--- src/rtl/uart_pkg.sv ---
// Shared constants and rx state encoding for the UART receiver.
package uart_pkg;

  localparam int unsigned BAUD_CNT_MAX_DEFAULT = 5207;  // 50 MHz / 9600 baud
  localparam int unsigned DATA_W               = 8;
  localparam int unsigned BAUD_CNT_W           = 14;
  localparam int unsigned BIT_CNT_W            = 3;

  typedef enum logic [1:0] {
    IDLE  = 2'd0,
    START = 2'd1,
    DATA  = 2'd2,
    STOP  = 2'd3
  } rx_state_t;

endpackage

--- src/rtl/uart_sync.sv ---
// Two-flop synchronizer for the asynchronous serial line; resets to the idle level.
module uart_sync (
  input  logic clk,
  input  logic reset_n,
  input  logic async_in,
  output logic sync_out
);

  logic meta;

  // Metastability stage followed by the stable output stage
  always_ff @(posedge clk or negedge reset_n) begin
    if (!reset_n) begin
      meta     <= 1'b1;
      sync_out <= 1'b1;
    end else begin
      meta     <= async_in;
      sync_out <= meta;
    end
  end

endmodule

--- src/rtl/uart_rx.sv ---
// UART receiver, 8N1, LSB first, mid-bit sampling.
// Optional UART_RX_FRAME_ERR_EN adds the rx_frame_err port and stop-bit checking.
module uart_rx
  import uart_pkg::*;
#(
  parameter int unsigned BAUD_CNT_MAX = BAUD_CNT_MAX_DEFAULT
) (
  input  logic              clk,
  input  logic              reset_n,
  input  logic              rx_in,
  output logic [DATA_W-1:0] rx_data,
  output logic              rx_valid
`ifdef UART_RX_FRAME_ERR_EN
  ,
  output logic              rx_frame_err
`endif
);

  localparam logic [BAUD_CNT_W-1:0] SAMPLE_PT = BAUD_CNT_W'(BAUD_CNT_MAX / 2);
  localparam logic [BAUD_CNT_W-1:0] BAUD_LAST = BAUD_CNT_W'(BAUD_CNT_MAX - 1);
  localparam logic [BIT_CNT_W-1:0]  BIT_LAST  = BIT_CNT_W'(DATA_W - 1);

  rx_state_t             state, state_nxt;
  logic [BAUD_CNT_W-1:0] baud_cnt, baud_nxt;
  logic [BIT_CNT_W-1:0]  bit_cnt, bit_nxt;
  logic [DATA_W-1:0]     shift_reg, shift_nxt;
  logic [DATA_W-1:0]     data_nxt;
  logic                  valid_nxt;
  logic                  line;
  logic                  line_prev;
  logic                  sample_c;
`ifdef UART_RX_FRAME_ERR_EN
  logic                  ferr_nxt;
`endif

  uart_sync u_sync (
    .clk      (clk),
    .reset_n  (reset_n),
    .async_in (rx_in),
    .sync_out (line)
  );

  assign sample_c = (baud_cnt == SAMPLE_PT);

  // Next-state, counters, shifter and output pulses
  always_comb begin
    state_nxt = state;
    baud_nxt  = baud_cnt;
    bit_nxt   = bit_cnt;
    shift_nxt = shift_reg;
    data_nxt  = rx_data;
    valid_nxt = 1'b0;
`ifdef UART_RX_FRAME_ERR_EN
    ferr_nxt  = 1'b0;
`endif

    if (state != IDLE) begin
      baud_nxt = (baud_cnt == BAUD_LAST) ? '0 : baud_cnt + 1'b1;
    end

    case (state)
      IDLE: begin
        baud_nxt = '0;
        // Start-bit edge is only looked for here, so mid-frame activity is ignored
        if (line_prev && !line) begin
          state_nxt = START;
        end
      end
      START: begin
        if (sample_c) begin
          if (line) begin
            state_nxt = IDLE;
            baud_nxt  = '0;
          end else begin
            state_nxt = DATA;
            bit_nxt   = '0;
          end
        end
      end
      DATA: begin
        if (sample_c) begin
          shift_nxt = {line, shift_reg[DATA_W-1:1]};
          bit_nxt   = bit_cnt + 1'b1;
          if (bit_cnt == BIT_LAST) begin
            state_nxt = STOP;
          end
        end
      end
      STOP: begin
        // Leave mid stop bit so a following start edge is caught
        if (sample_c) begin
          state_nxt = IDLE;
          baud_nxt  = '0;
`ifdef UART_RX_FRAME_ERR_EN
          if (line) begin
            data_nxt  = shift_reg;
            valid_nxt = 1'b1;
          end else begin
            ferr_nxt  = 1'b1;
          end
`else
          data_nxt  = shift_reg;
          valid_nxt = 1'b1;
`endif
        end
      end
      default: begin
        state_nxt = IDLE;
        baud_nxt  = '0;
      end
    endcase
  end

  // State, datapath and registered outputs
  always_ff @(posedge clk or negedge reset_n) begin
    if (!reset_n) begin
      state        <= IDLE;
      baud_cnt     <= '0;
      bit_cnt      <= '0;
      shift_reg    <= '0;
      line_prev    <= 1'b1;
      rx_data      <= '0;
      rx_valid     <= 1'b0;
`ifdef UART_RX_FRAME_ERR_EN
      rx_frame_err <= 1'b0;
`endif
    end else begin
      state        <= state_nxt;
      baud_cnt     <= baud_nxt;
      bit_cnt      <= bit_nxt;
      shift_reg    <= shift_nxt;
      line_prev    <= line;
      rx_data      <= data_nxt;
      rx_valid     <= valid_nxt;
`ifdef UART_RX_FRAME_ERR_EN
      rx_frame_err <= ferr_nxt;
`endif
    end
  end

endmodule

--- config.mk ---
export PLATFORM = sky130hd
export DESIGN_NAME = uart_rx
export DESIGN_NICKNAME = d
export VERILOG_FILES = /design/src/rtl/uart_pkg.sv /design/src/rtl/uart_sync.sv /design/src/rtl/uart_rx.sv
export SDC_FILE = /design/constraint.sdc
export NUM_CORES = 1
export LEC_CHECK = 0
export CORE_MARGIN = 5
export CORE_UTILIZATION = 48
export DETAILED_ROUTE_END_ITERATION = 6
export GPL_TIMING_DRIVEN = 0
export PLACE_DENSITY = 0.77
export SLEW_MARGIN = 0
export SYNTH_ARGS = -nofsm -noshare
export SYNTH_HDL_FRONTEND = slang
export SYNTH_SLANG_ARGS = --single-unit
export TNS_END_PERCENT = 100
--- constraint.sdc ---
create_clock -name clk -period 2.05 [get_ports clk]
set_clock_uncertainty 0.2 [all_clocks]
set_input_delay 0.5125 -clock clk [delete_from_list [all_inputs] [get_ports clk]]
set_output_delay 0.5125 -clock clk [all_outputs]
set_load 0.01 [all_outputs]
Yosys cells after proc, flatten, opt, wreduce, memory -nomap -nowiden

Index checks and enable logic that the tools add are counted.

Register bits: 39
Input bits: 3
Output and inout bits: 9
Logic and storage cells: 51

Add/sub/neg operators: 2
Eq/ne operators: 12
Multiplexer cells: 19
Reduce and logical (&&, ||, !) cells: 9

Operators with widths:

| kind                    | number |
|---|---|
| $mux W14                | 5 |
| $pmux W14 S3            | 1 |
| $add A14 B1 Y14 const B | 1 |
| $eq A14 B12 Y1 const B  | 1 |
| $eq A14 B13 Y1 const B  | 1 |
| $mux W2                 | 6 |
| $ne A2 B2 Y1 const B    | 6 |
| $mux W3                 | 3 |
| $pmux W2 S4             | 1 |
| $pmux W3 S2             | 1 |
| $reduce_and A5 Y1       | 1 |
| $eq A2 B2 Y1 const B    | 2 |
| $reduce_and A2 Y1       | 2 |
| $reduce_and A4 Y1       | 1 |
| $reduce_bool A2 Y1      | 2 |
| $add A3 B1 Y3 const B   | 1 |
| $eq A3 B3 Y1 const B    | 1 |
| $eq A2 B1 Y1 const B    | 1 |
| $logic_not A2 Y1        | 1 |
| $mux W1                 | 2 |
| $logic_and A1 B1 Y1     | 1 |
| $logic_not A1 Y1        | 1 |

Logic depth before layout (Yosys ltp)

Gate-level depths: netlist (run 1).

Word-level depth: 6
Depth in mapped cells: 6
Mapped depth without buffers: 6

Modules after synthesis

A second synthesis (run 1) with hierarchy kept.

Cell total of the unflattened synthesis: 148
Area total of the unflattened synthesis: 1834.3 µm²

By module, submodules not included:

| module    | instances | cells each | area each (µm²) | seq. area each (µm²) |
|---|---|---|---|---|
| uart_rx   | 1         | 146        | 1781.7          | 927.1 |
| uart_sync | 1         | 2          | 52.6            | 52.6 |

Worst setup path after synthesis (run 1)

No wires, ideal clock.

Path kind: flip-flop to flip-flop
Start: reg baud_cnt[0]
End: reg rx_data[0]
Library setup time: 0.125 ns
Arrival: 1.601 ns
Required time: 1.725 ns
Slack: 0.124 ns
Stages on the path, launching flop included: 6
Path buffers: 0
Period minus slack after synthesis: 1.926 ns
Cell sequence: dfrtp_1 -> ha_1 -> and3_1 -> nand4_1 -> nor2_4 -> mux2_2

Cells in the longest elaborated chain, start to end: 2

RTL lines:

| item                               | line           | text |
|---|---|---|
| from (decl)                        | uart_rx.sv:24  | `logic [BAUD_CNT_W-1:0] baud_cnt, baud_nxt;` |
| from (signal assigned)             | uart_rx.sv:129 | `baud_cnt <= baud_nxt;` |
| $eq A14 B12 Y1                     | uart_rx.sv:43  | `assign sample_c = (baud_cnt == SAMPLE_PT);` |
| $reduce_and A2 Y1 (no source line) | n/a            |  |
| to (signal assigned)               | uart_rx.sv:133 | `rx_data <= data_nxt;` |
| to (decl)                          | uart_rx.sv:11  | `output logic [DATA_W-1:0] rx_data,` |

Every way passes these cells.
A chain may end at the register's enable or synchronous reset.

Worst setup path after layout (run 1)

Start: reg baud_cnt[12]
End: reg rx_data[4]

The elaborated chain is that of the path after synthesis.

==> results of run 1 <==
==> routing by layer <==
layer / vias up / track usage
li1: 609 / -
met1: 639 / 0.182
met2: 32 / 0.241
met3: 9 / 0.0289
met4: 0 / 0.0615
met5: - / 0
==> synth_stat cells, types with 4 or more instances <==
| library cell | number | area (µm²) |
|---|---|---|
| xnor2_1 | 4 | 35.0 |
| dfrtp_1 | 36 | 901 |
| nand2_1 | 4 | 15.0 |
| mux2_2 | 8 | 90.1 |
| ha_1 | 4 | 50.1 |
| mux2_4 | 8 | 120 |
| nor2_1 | 20 | 75.1 |
| buf_2 | 4 | 20.0 |
| nand3_1 | 5 | 25.0 |
| xor2_1 | 8 | 70.1 |
| nand4_1 | 10 | 62.6 |
==> power groups by stage <==
stage	Sequential (mW)	Combinational (mW)	Clock, mW
after floorplan	0.945	0.206	0
after global placement	0.964	0.256	0
after detailed placement	0.968	0.275	0
after CTS	0.944	0.302	0.667
after global routing	0.967	0.340	0.701
final	0.953	0.302	0.649
==> worst paths after layout <==
| kind | startpoint | cells after the start | endpoint |
|---|---|---|---|
| hold / removal | reset_n | 1 | baud_cnt[0] |
| hold reg to reg | u_sync.meta | 0 | u_sync.sync_out |
| setup reg to reg | baud_cnt[12] | 5 | rx_data[4] |
| setup / recovery | baud_cnt[12] | 5 | rx_data[4] |
| min in group clk | u_sync.meta | 0 | u_sync.sync_out |
| max in group asynchronous | reset_n | 1 | baud_cnt[10] |
==> final cells by class <==
cell class | instances | share of cell area
flip-flops and latches | 39 | 0.436
multi-input cells | 107 | 0.394
repair buffers | 17 | 0.0723
clock buffers | 6 | 0.0367
well taps | 48 | 0.0267
clock inverters | 2 | 0.0156
plain buffers | 5 | 0.0139
inverters | 3 | 0.00500
==> logic make-up after synthesis <==
family,synth area share
multiplexers,0.111
adder cells (fa/ha/maj),0.0265
AND/OR/NAND/NOR,0.192
XOR/XNOR,0.0557
AO/OA/AOI/OAI,0.0729
flip-flops,0.519
buffers and inverters,0.0225
==> layout by cell type (no fill, tap or decap), drive strengths merged, types with 2 or more instances in the layout <==
master,instances
dfrtp,36
nor4,2
a21oi,2
buf,12
nand3,5
ha,4
and4,3
clkbuf,6
dfstp,3
a31oi,2
nand4,10
and3,2
o21ai,2
nor2,21
xor2,8
nor4bb,3
nand2,5
mux2,16
nor3,3
o211a,2
xnor2,4
inv,3
o211ai,2
clkdlybuf4s50,10
a211oi,2
==> stage by stage <==
stage / setup WS, ns / std cells / instance area (µm²) / utilization
after CTS: 0.0146 / 224 / 2210 / 0.590
after detailed placement: -0.168 / 213 / 2050 / 0.548
after global routing: -0.0372 / 227 / 2250 / 0.601
after global placement: -0.528 / 213 / 2060 / 0.549
after floorplan: 0.124 / 154 / 1890 / -
final: 0.0127 / 227 / 2250 / 0.601
==> timing repair <==
| item | 4_1_cts | 5_1_grt |
|---|---|---|
| gates resized for setup | 2 | 5 |
| pin swaps | 1 | 3 |
| buffers inserted | 3 | 3 |
| endpoints found under the setup margin | 15 | 31 |
| cloned | 0 | 0 |
==> worst max-delay path: stages (launching register included) <==
cell and delay, ns:
dfrtp_1 0.45, nor4b_4 0.39, nand4_1 0.25, nor2_4 0.16, buf_12 0.13, mux2_2 0.33
==> summary.md, run 1 <==
| Metric | Value |
|---|---|
| Status | `finished clean` |
| Met1 Wirelength | `1510 µm` |
| Share of cells above drive strength 1 | `0.296` |
| Total die area | `5280 µm²` |
| Critical path type | `reg -> reg` |
| Max Fclk | `491 MHz` |
| Post-synthesis sequential area ratio | `0.519` |
| Drt pass-1 iters | `4` |
| EDFF count, synth | `0` |
| # hold bufs at CTS | `0` |
| Clk sinks | `39` |
| H-tree depth | `2` |
| Setup Total Neg Slack | `0 ns` |
| Post-synth cell types | `40` |
| Fraction of registers with async set/reset | `1.00` |
| Post-Route WL | `3490 µm` |
| Logic pwr share | `0.159` |
| Clk pwr share | `0.341` |
| Setup crit end kind | `register` |
| Reg clk slew, reported paths | `0.07 ns` |
| GP Congestion | `0.845` |
| Initial Util | `0.504` |
| Die Ht | `72.7 µm` |
| Register area | `982 µm²` |
| Worst path arrival time | `2.01 ns` |
| Power, Total | `1.90 mW` |
| Highest routed metal layer | `met4` |
| Worst reg2reg setup slack | `0.01 ns` |
| Startpoint types | `register` |
| Number of synthesized register bits | `39` |
| Final hold vios | `0` |
| Flop pwr share | `0.500` |
| Max rail drop VDD | `574 µV` |
| Syn Std Cell Area | `1890 µm²` |
| ANT nets after route | `0` |
| Core area | `3740 µm²` |
| Post-DR wirelength/cell | `15.4 µm` |
| Antenna fix cells | `0` |
| Largest net degree at the start of global routing | `40` |
| Port buffer count | `11` |
| Sw Ratio | `0.278` |
| Wire length of the first global-routing pass | `5980 µm` |
| Total CTS buffers | `5` |
| Number of global-route vias before repair | `1300` |
| Initial antenna violation count | `0` |
| IO Pins | `12` |
| Drt initial violations | `65` |
| Fin crit share | `0.994` |
| Fin. max-slew vios | `0` |
| Post-synthesis cell count | `154` |
| Metal2 WL | `1770 µm` |
| GRT Util Overall | `0.145` |
| Area of the multi-input gates | `886 µm²` |
| Fillers | `302` |
| Worst Path Max Fanout | `8` |
| CTS tree | `yes` |
| Root Driver | `clkbuf_8` |
| Static leakage | `1.03 nW` |
| Final setup violation count | `0` |
| Synth Warn # | `0` |
| Metal3 WL | `138 µm` |
| DRC violations left | `0` |
| Area growth syn-to-layout | `19.3%` |
| Pint | `1.38 mW` |
| Flip-flop count of the largest register after layout | `14` |
| WP data required | `2.02 ns` |
| Max-slew headroom | `0.450` |
| Main synth FF type | `dfrtp_1` |
| Die W | `72.7 µm` |
| Post-DP HPWL | `2350 µm` |
| Placement Rows | `22` |
| Vias | `1289` |
| Max cap viols | `0` |
| Worst min-delay path category | `in -> async` |
| Sw power | `0.529 mW` |
| Vias/cell | `5.68` |
| Syn Area/Cell | `12.3 µm²` |
| Hold Slack | `0.128 ns` |
| Max Root-Sink Buffers | `2` |
| Synthesized net count | `161` |
| Post-route minimum period | `2.04 ns` |
| Remaining global-route overflow | `0` |
| Slew @ Worst Pin | `0.825 ns` |
| Worst skew pair latency | `0.28 ns` |
| Pwr dens | `846 nW/µm²` |
| Final-stage net count | `185` |
(Power assumes the default switching activity.)
==> run 2: changes to the inputs <==
Settings changed: SLEW_MARGIN 0 to 30.
==> run 2 against run 1 <==
Compared with the run above: design area grew 0.44%; largest cell class unchanged; highest routed layer unchanged; clock power decreased by 2%; critical endpoint is now baud_cnt[12]; largest power group unchanged; clock-buffer cell count fell by 1.
==> summary.md, run 2 (same netlist as run 1, synthesis figures left out) <==
| Metric | Value |
|---|---|
| Setup Total Neg Slack | `0 ns (unchanged)` |
| Largest net degree at the start of global routing | `28 (was 40)` |
| Worst skew pair latency | `0.29 ns (was 0.28 ns)` |
| Post-DR wirelength/cell | `15.8 µm (was 15.4 µm)` |
| PnR worst setup slack | `0.0734 ns (was 0.0127 ns)` |
| Vias | `1290 (was 1289)` |
| Total die area | `5280 µm² (unchanged)` |
| Startpoint types | `register (unchanged)` |
| WP buf/inv | `0 (was 1)` |
| Area growth syn-to-layout | `19.8% (was 19.3%)` |
| Total CTS buffers | `5 (unchanged)` |
| Cell Chain, Critical Path | `nor4b_4 > nand4_1 > o211ai_4 > nor2_1 (was nor4b_4 > nand4_1 > nor2_4 > buf_12 > mux2_2)` |
| Antenna fix cells | `0 (unchanged)` |
| Die W | `72.7 µm (unchanged)` |
| Share of cells above drive strength 1 | `0.291 (was 0.296)` |
| Final hold vios | `0 (unchanged)` |
| Max Root-Sink Buffers | `2 (unchanged)` |
| Max rail drop VDD | `566 µV (was 574 µV)` |
| Fin crit share | `0.964 (was 0.994)` |
| Slew @ Worst Pin | `0.514 ns (was 0.825 ns)` |
| Port buffer count | `11 (unchanged)` |
| Post-Route WL | `3590 µm (was 3490 µm)` |
| Drt pass-1 iters | `4 (unchanged)` |
| Post-route minimum period | `1.98 ns (was 2.04 ns)` |
| Commonest non-fill, non-tap cells in the layout | `34 x dfrtp_1, 20 x nor2_1, 10 x nand4_1, 10 x clkdlybuf4s50_1 (unchanged)` |
| Hold Slack | `0.159 ns (was 0.128 ns)` |
| Post-DP HPWL | `2450 µm (was 2350 µm)` |
| Initial Util | `0.504 (unchanged)` |
| Remaining global-route overflow | `0 (unchanged)` |
| Pwr dens | `845 nW/µm² (was 846 nW/µm²)` |
| Worst path arrival time | `1.95 ns (was 2.01 ns)` |
| Place WS | `-0.166 ns (was -0.168 ns)` |
| Max Fclk | `506 MHz (was 491 MHz)` |
| Die Ht | `72.7 µm (unchanged)` |
| Reg clk slew, reported paths | `0.08 ns (was 0.07 ns)` |
| Status | `finished clean (unchanged)` |
| Vias/cell | `5.68 (about the same)` |
| GRT Util Overall | `0.153 (was 0.145)` |
| Worst Path Max Fanout | `8 (unchanged)` |
| GP Congestion | `0.845 (unchanged)` |
| Final-stage net count | `185 (unchanged)` |
| Final instance area | `2260 µm² (was 2250 µm²)` |
| Root Driver | `clkbuf_8 (unchanged)` |
| Slowest cell on crit path | `dfrtp_1 (unchanged)` |
| Core area | `3740 µm² (unchanged)` |
| WP data required | `2.02 ns (about the same)` |
| Crit-path leading delay family | `simple AND/OR/NAND/NOR gates (unchanged)` |
| Flip-flop count of the largest register after layout | `14 (unchanged)` |
| CP max stage delay | `0.47 ns (was 0.45 ns)` |
| Worst min-delay path category | `reg -> reg (was in -> async)` |
| Setup crit end kind | `register (unchanged)` |
| DRC violations left | `0 (unchanged)` |
| Worst reg2reg setup slack | `0.07 ns (was 0.01 ns)` |
| Drt initial violations | `117 (was 65)` |
| Placement Rows | `22 (unchanged)` |
| Wire length of the first global-routing pass | `6300 µm (was 5980 µm)` |
| Number of global-route vias before repair | `1323 (was 1300)` |
| Util after Layout | `0.604 (was 0.601)` |
| Fin. max-slew vios | `0 (unchanged)` |
| Commonest non-fill, non-tap cell in the layout | `dfrtp_1 (unchanged)` |
| Final setup violation count | `0 (unchanged)` |
| CTS tree | `yes (unchanged)` |
| Max cap viols | `0 (unchanged)` |
| Clk sinks | `39 (unchanged)` |
| Initial antenna violation count | `0 (unchanged)` |
| Placement Cell Area | `2070 µm² (was 2050 µm²)` |
| IO Pins | `12 (unchanged)` |
| ANT nets after route | `0 (unchanged)` |
| H-tree depth | `2 (unchanged)` |
| Static leakage | `1.03 nW (about the same)` |
| Critical path type | `reg -> reg (unchanged)` |
| Max-slew headroom | `0.656 (was 0.450)` |
run 2: changes by cell type in the layout (fill, tap and decap cells not counted), sizes merged:
cell	before	now
dlygate4sd3	0	1
clkinv	1	2
clkbuf	6	5
buf	12	11
run 2: worst paths after layout:
kind | startpoint | endpoint | cells past startpoint
min in group asynchronous | reset_n | baud_cnt[5] | 2
worst min register to register | u_sync.meta | u_sync.sync_out | 0
worst min-delay path | u_sync.meta | u_sync.sync_out | 0
max in group asynchronous | reset_n | line_prev | 3
worst max-delay path | baud_cnt[10] | baud_cnt[12] | 4
worst max register to register | baud_cnt[10] | baud_cnt[12] | 4
run 2: cell type report:
cell class / instances / area, µm²
tap: 48 / 60.1
timing repair buffer: 17 / 178
buffer: 5 / 31.3
clock buffer: 5 / 68.8
clock inverter: 3 / 43.8
fill: 297 / 1480
inverter: 3 / 11.3
multi-input combinational: 107 / 886
sequential: 39 / 982
run 2: worst register-to-register path, cell delays in order, from the launching register on:
cell and delay (ns):
dfrtp_1 0.47, nor4b_4 0.35, nand4_1 0.34, o211ai_4 0.39, nor2_1 0.10
run 2: metal layers:
layer,up-vias,global-route usage,share of wire
met5,-,0,0
met4,0,0.0492,0.014
met3,7,0.0468,0.039
met2,29,0.245,0.50
met1,643,0.197,0.45
li1,611,-,-
run 2: what timing repair did:
| item | in CTS | in global routing |
|---|---|---|
| endpoints found under the hold margin | 12 | 0 |
| resized for setup | 2 | 5 |
| endpoints found under the setup margin | 19 | 32 |
| pin swaps | 1 | 3 |
| buffers inserted | 3 | 1 |
| hold buffers | 1 | 0 |
run 2: where the power goes:
part | total (mW) | switching [mW] | internal, mW
registers | 0.958 | 0.110 | 0.848
clock network | 0.639 | 0.277 | 0.362
logic | 0.313 | 0.172 | 0.141
run 2: through the flow:
stage | cells | power [mW]
2_1_floorplan | 154 | 1.15
3_3_place_gp | 213 | 1.22
3_5_place_dp | 214 | 1.25
4_1_cts | 226 | 1.90
5_1_grt | 227 | 2.02
6_report | 227 | 1.91
==> run 3: changes to the inputs <==
Settings changed: CTS_CLUSTER_DIAMETER from default to 200, PLACE_DENSITY 0.77 to 0.75.
Clock period 2.05 ns to 1.95 ns, I/O delays scaled along.
==> run 3 against run 2 <==
Compared with the run above: the flow now finishes with violations (negative setup slack); critical path depth increased by 1; worst setup slack got worse by 0.082 ns; critical endpoint is now rx_data[5]; clock power decreased by 18%; non-clock buffer count increased by 5.
==> summary.md, run 3 (same netlist as run 1, synthesis figures left out) <==
| Metric | Value |
|---|---|
| Share of cells above drive strength 1 | `0.324 (was 0.291)` |
| GP Congestion | `0.825 (was 0.845)` |
| Antenna fix cells | `0 (unchanged)` |
| Worst min-delay path category | `reg -> reg (unchanged)` |
| GRT Util Overall | `0.152 (was 0.153)` |
| Drt pass-1 iters | `4 (unchanged)` |
| Static leakage | `1.06 nW (was 1.03 nW)` |
| Place WS | `-0.295 ns (was -0.166 ns)` |
| PnR worst setup slack | `-0.00815 ns (was 0.0734 ns)` |
| DRC violations left | `0 (unchanged)` |
| Commonest non-fill, non-tap cells in the layout | `32 x dfrtp_1, 19 x nor2_1, 16 x mux2_4 (was 34 x dfrtp_1, 20 x nor2_1, 10 x nand4_1, 10 x clkdlybuf4s50_1)` |
| Max-slew headroom | `0.657 (was 0.656)` |
| Post-route minimum period | `1.96 ns (was 1.98 ns)` |
| Total CTS buffers | `5 (unchanged)` |
| Initial antenna violation count | `0 (unchanged)` |
| IO Pins | `12 (unchanged)` |
| RSZ-0062 raised after global routing | `yes` |
| Fin. max-slew vios | `0 (unchanged)` |
| Startpoint types | `register (unchanged)` |
| Reg clk slew, reported paths | `0.07 ns (was 0.08 ns)` |
| Remaining global-route overflow | `0 (unchanged)` |
| Flip-flop count of the largest register after layout | `14 (unchanged)` |
| Failing checks | `negative setup slack` |
| CTS tree | `yes (unchanged)` |
| Fillers | `297 (unchanged)` |
| Area growth syn-to-layout | `23.9% (was 19.8%)` |
| Post-Route WL | `3710 µm (was 3590 µm)` |
| Max rail drop VDD | `576 µV (was 566 µV)` |
| Max cap viols | `0 (unchanged)` |
| Post-DP HPWL | `2480 µm (was 2450 µm)` |
| Worst skew pair latency | `0.29 ns (about the same)` |
| Status | `complete, but fails checks (was finished clean)` |
| Critical path type | `reg -> reg (unchanged)` |
| Setup crit end kind | `register (unchanged)` |
| Largest net degree at the start of global routing | `27 (was 28)` |
| Placed insts | `214 (unchanged)` |
| Post-DR wirelength/cell | `15.9 µm (was 15.8 µm)` |
| Root Driver | `clkbuf_8 (unchanged)` |
| Max Fclk | `511 MHz (was 506 MHz)` |
| Initial Util | `0.504 (unchanged)` |
| Max Root-Sink Buffers | `2 (unchanged)` |
| Clk sinks | `39 (unchanged)` |
| Vias | `1324 (was 1290)` |
| Number of global-route vias before repair | `1315 (was 1323)` |
| Final setup violation count | `4 (was 0)` |
| Vias/cell | `5.68 (about the same)` |
| ANT nets after route | `0 (unchanged)` |
| Wire length of the first global-routing pass | `6150 µm (was 6300 µm)` |
| Final-stage net count | `191 (was 185)` |
| Pwr dens | `827 nW/µm² (was 845 nW/µm²)` |
| Die Ht | `72.7 µm (unchanged)` |
| Core area | `3740 µm² (unchanged)` |
| Drt initial violations | `54 (was 117)` |
| Port buffer count | `11 (unchanged)` |
| Util after Layout | `0.625 (was 0.604)` |
| WP data required | `1.92 ns (was 2.02 ns)` |
| Commonest non-fill, non-tap cell in the layout | `dfrtp_1 (unchanged)` |
| H-tree depth | `2 (unchanged)` |
| Final hold vios | `0 (unchanged)` |
| Fin cells | `233 (was 227)` |
| Slew @ Worst Pin | `0.513 ns (was 0.514 ns)` |
| Die W | `72.7 µm (unchanged)` |
| Placement Rows | `22 (unchanged)` |
| Fin crit share | `1.00 (was 0.964)` |
| Worst Path Max Fanout | `8 (unchanged)` |
| Power, Total | `1.93 mW (was 1.91 mW)` |
| Total die area | `5280 µm² (unchanged)` |
| Placement Cell Area | `2080 µm² (was 2070 µm²)` |
| Worst path arrival time | `1.93 ns (was 1.95 ns)` |
| Worst reg2reg setup slack | `-0.008 ns (was 0.07 ns)` |
| Final instance area | `2340 µm² (was 2260 µm²)` |
[run 3: changes by cell type in the layout (fill, tap and decap cells not counted), sizes merged]
cell | before | now
buf | 11 | 16
bufinv | 1 | 0
clkbuf | 5 | 6
clkinv | 2 | 1
clkinvlp | 0 | 1
nand2 | 5 | 6
[run 3: final timing paths]
kind / from / end / cells past startpoint
min: u_sync.meta / u_sync.sync_out / 0
min in group asynchronous: reset_n / baud_cnt[9] / 2
min reg2reg: u_sync.meta / u_sync.sync_out / 0
max reg2reg: baud_cnt[2] / rx_data[5] / 5
max: baud_cnt[2] / rx_data[5] / 5
max in group asynchronous: reset_n / line_prev / 3
[run 3: cell type report]
class | instances | area (µm²) | area share
Multi-Input combinational cell | 108 | 943 | 0.403
Buffer | 5 | 31.3 | 0.0134
Clock inverter | 2 | 12.5 | 0.00535
Clock buffer | 6 | 72.6 | 0.0310
Timing Repair Buffer | 22 | 223 | 0.0952
Sequential cell | 39 | 985 | 0.421
Inverter | 3 | 11.3 | 0.00482
Tap cell | 48 | 60.1 | 0.0257
[run 3: timing repair]
action,4_1_cts,5_1_grt
pin swaps,4,4
setup endpoints to repair,33,17
endpoints found under the hold margin,13,0
hold buffers,1,0
cloned,0,1
buffers inserted,6,3
gates resized for setup,10,10
[run 3: critical path, cell delays in order (launching register included)]
cell and delay (ns):
dfrtp_2 0.45, nor4b_4 0.34, nand4_1 0.22, nor2_4 0.17
buf_12 0.15, mux2_4 0.30
[run 3: where the power goes]
group | switching [mW] | internal (mW)
registers | 0.110 | 0.892
logic | 0.208 | 0.202
clock network | 0.272 | 0.250
total | 0.590 | 1.34
[run 3: metal layers]
layer | up-vias | share of wire | global-route usage
met3 | 5 | 0.039 | 0.0496
met1 | 668 | 0.43 | 0.194
met2 | 28 | 0.51 | 0.245
met4 | 0 | 0.011 | 0.0471
met5 | - | 0 | 0
li1 | 623 | - | -
[run 3: per-stage QoR]
| stage | hold slack [ns] | setup TNS, ns |
|---|---|---|
| final | 0.159 | -0.0128 |
| after global placement | 0.147 | -25.41 |
| after global routing | 0.165 | -0.994 |
| after floorplan | -0.00809 | 0 |
| after detailed placement | 0.150 | -5.86 |
| after CTS | 0.161 | 0 |
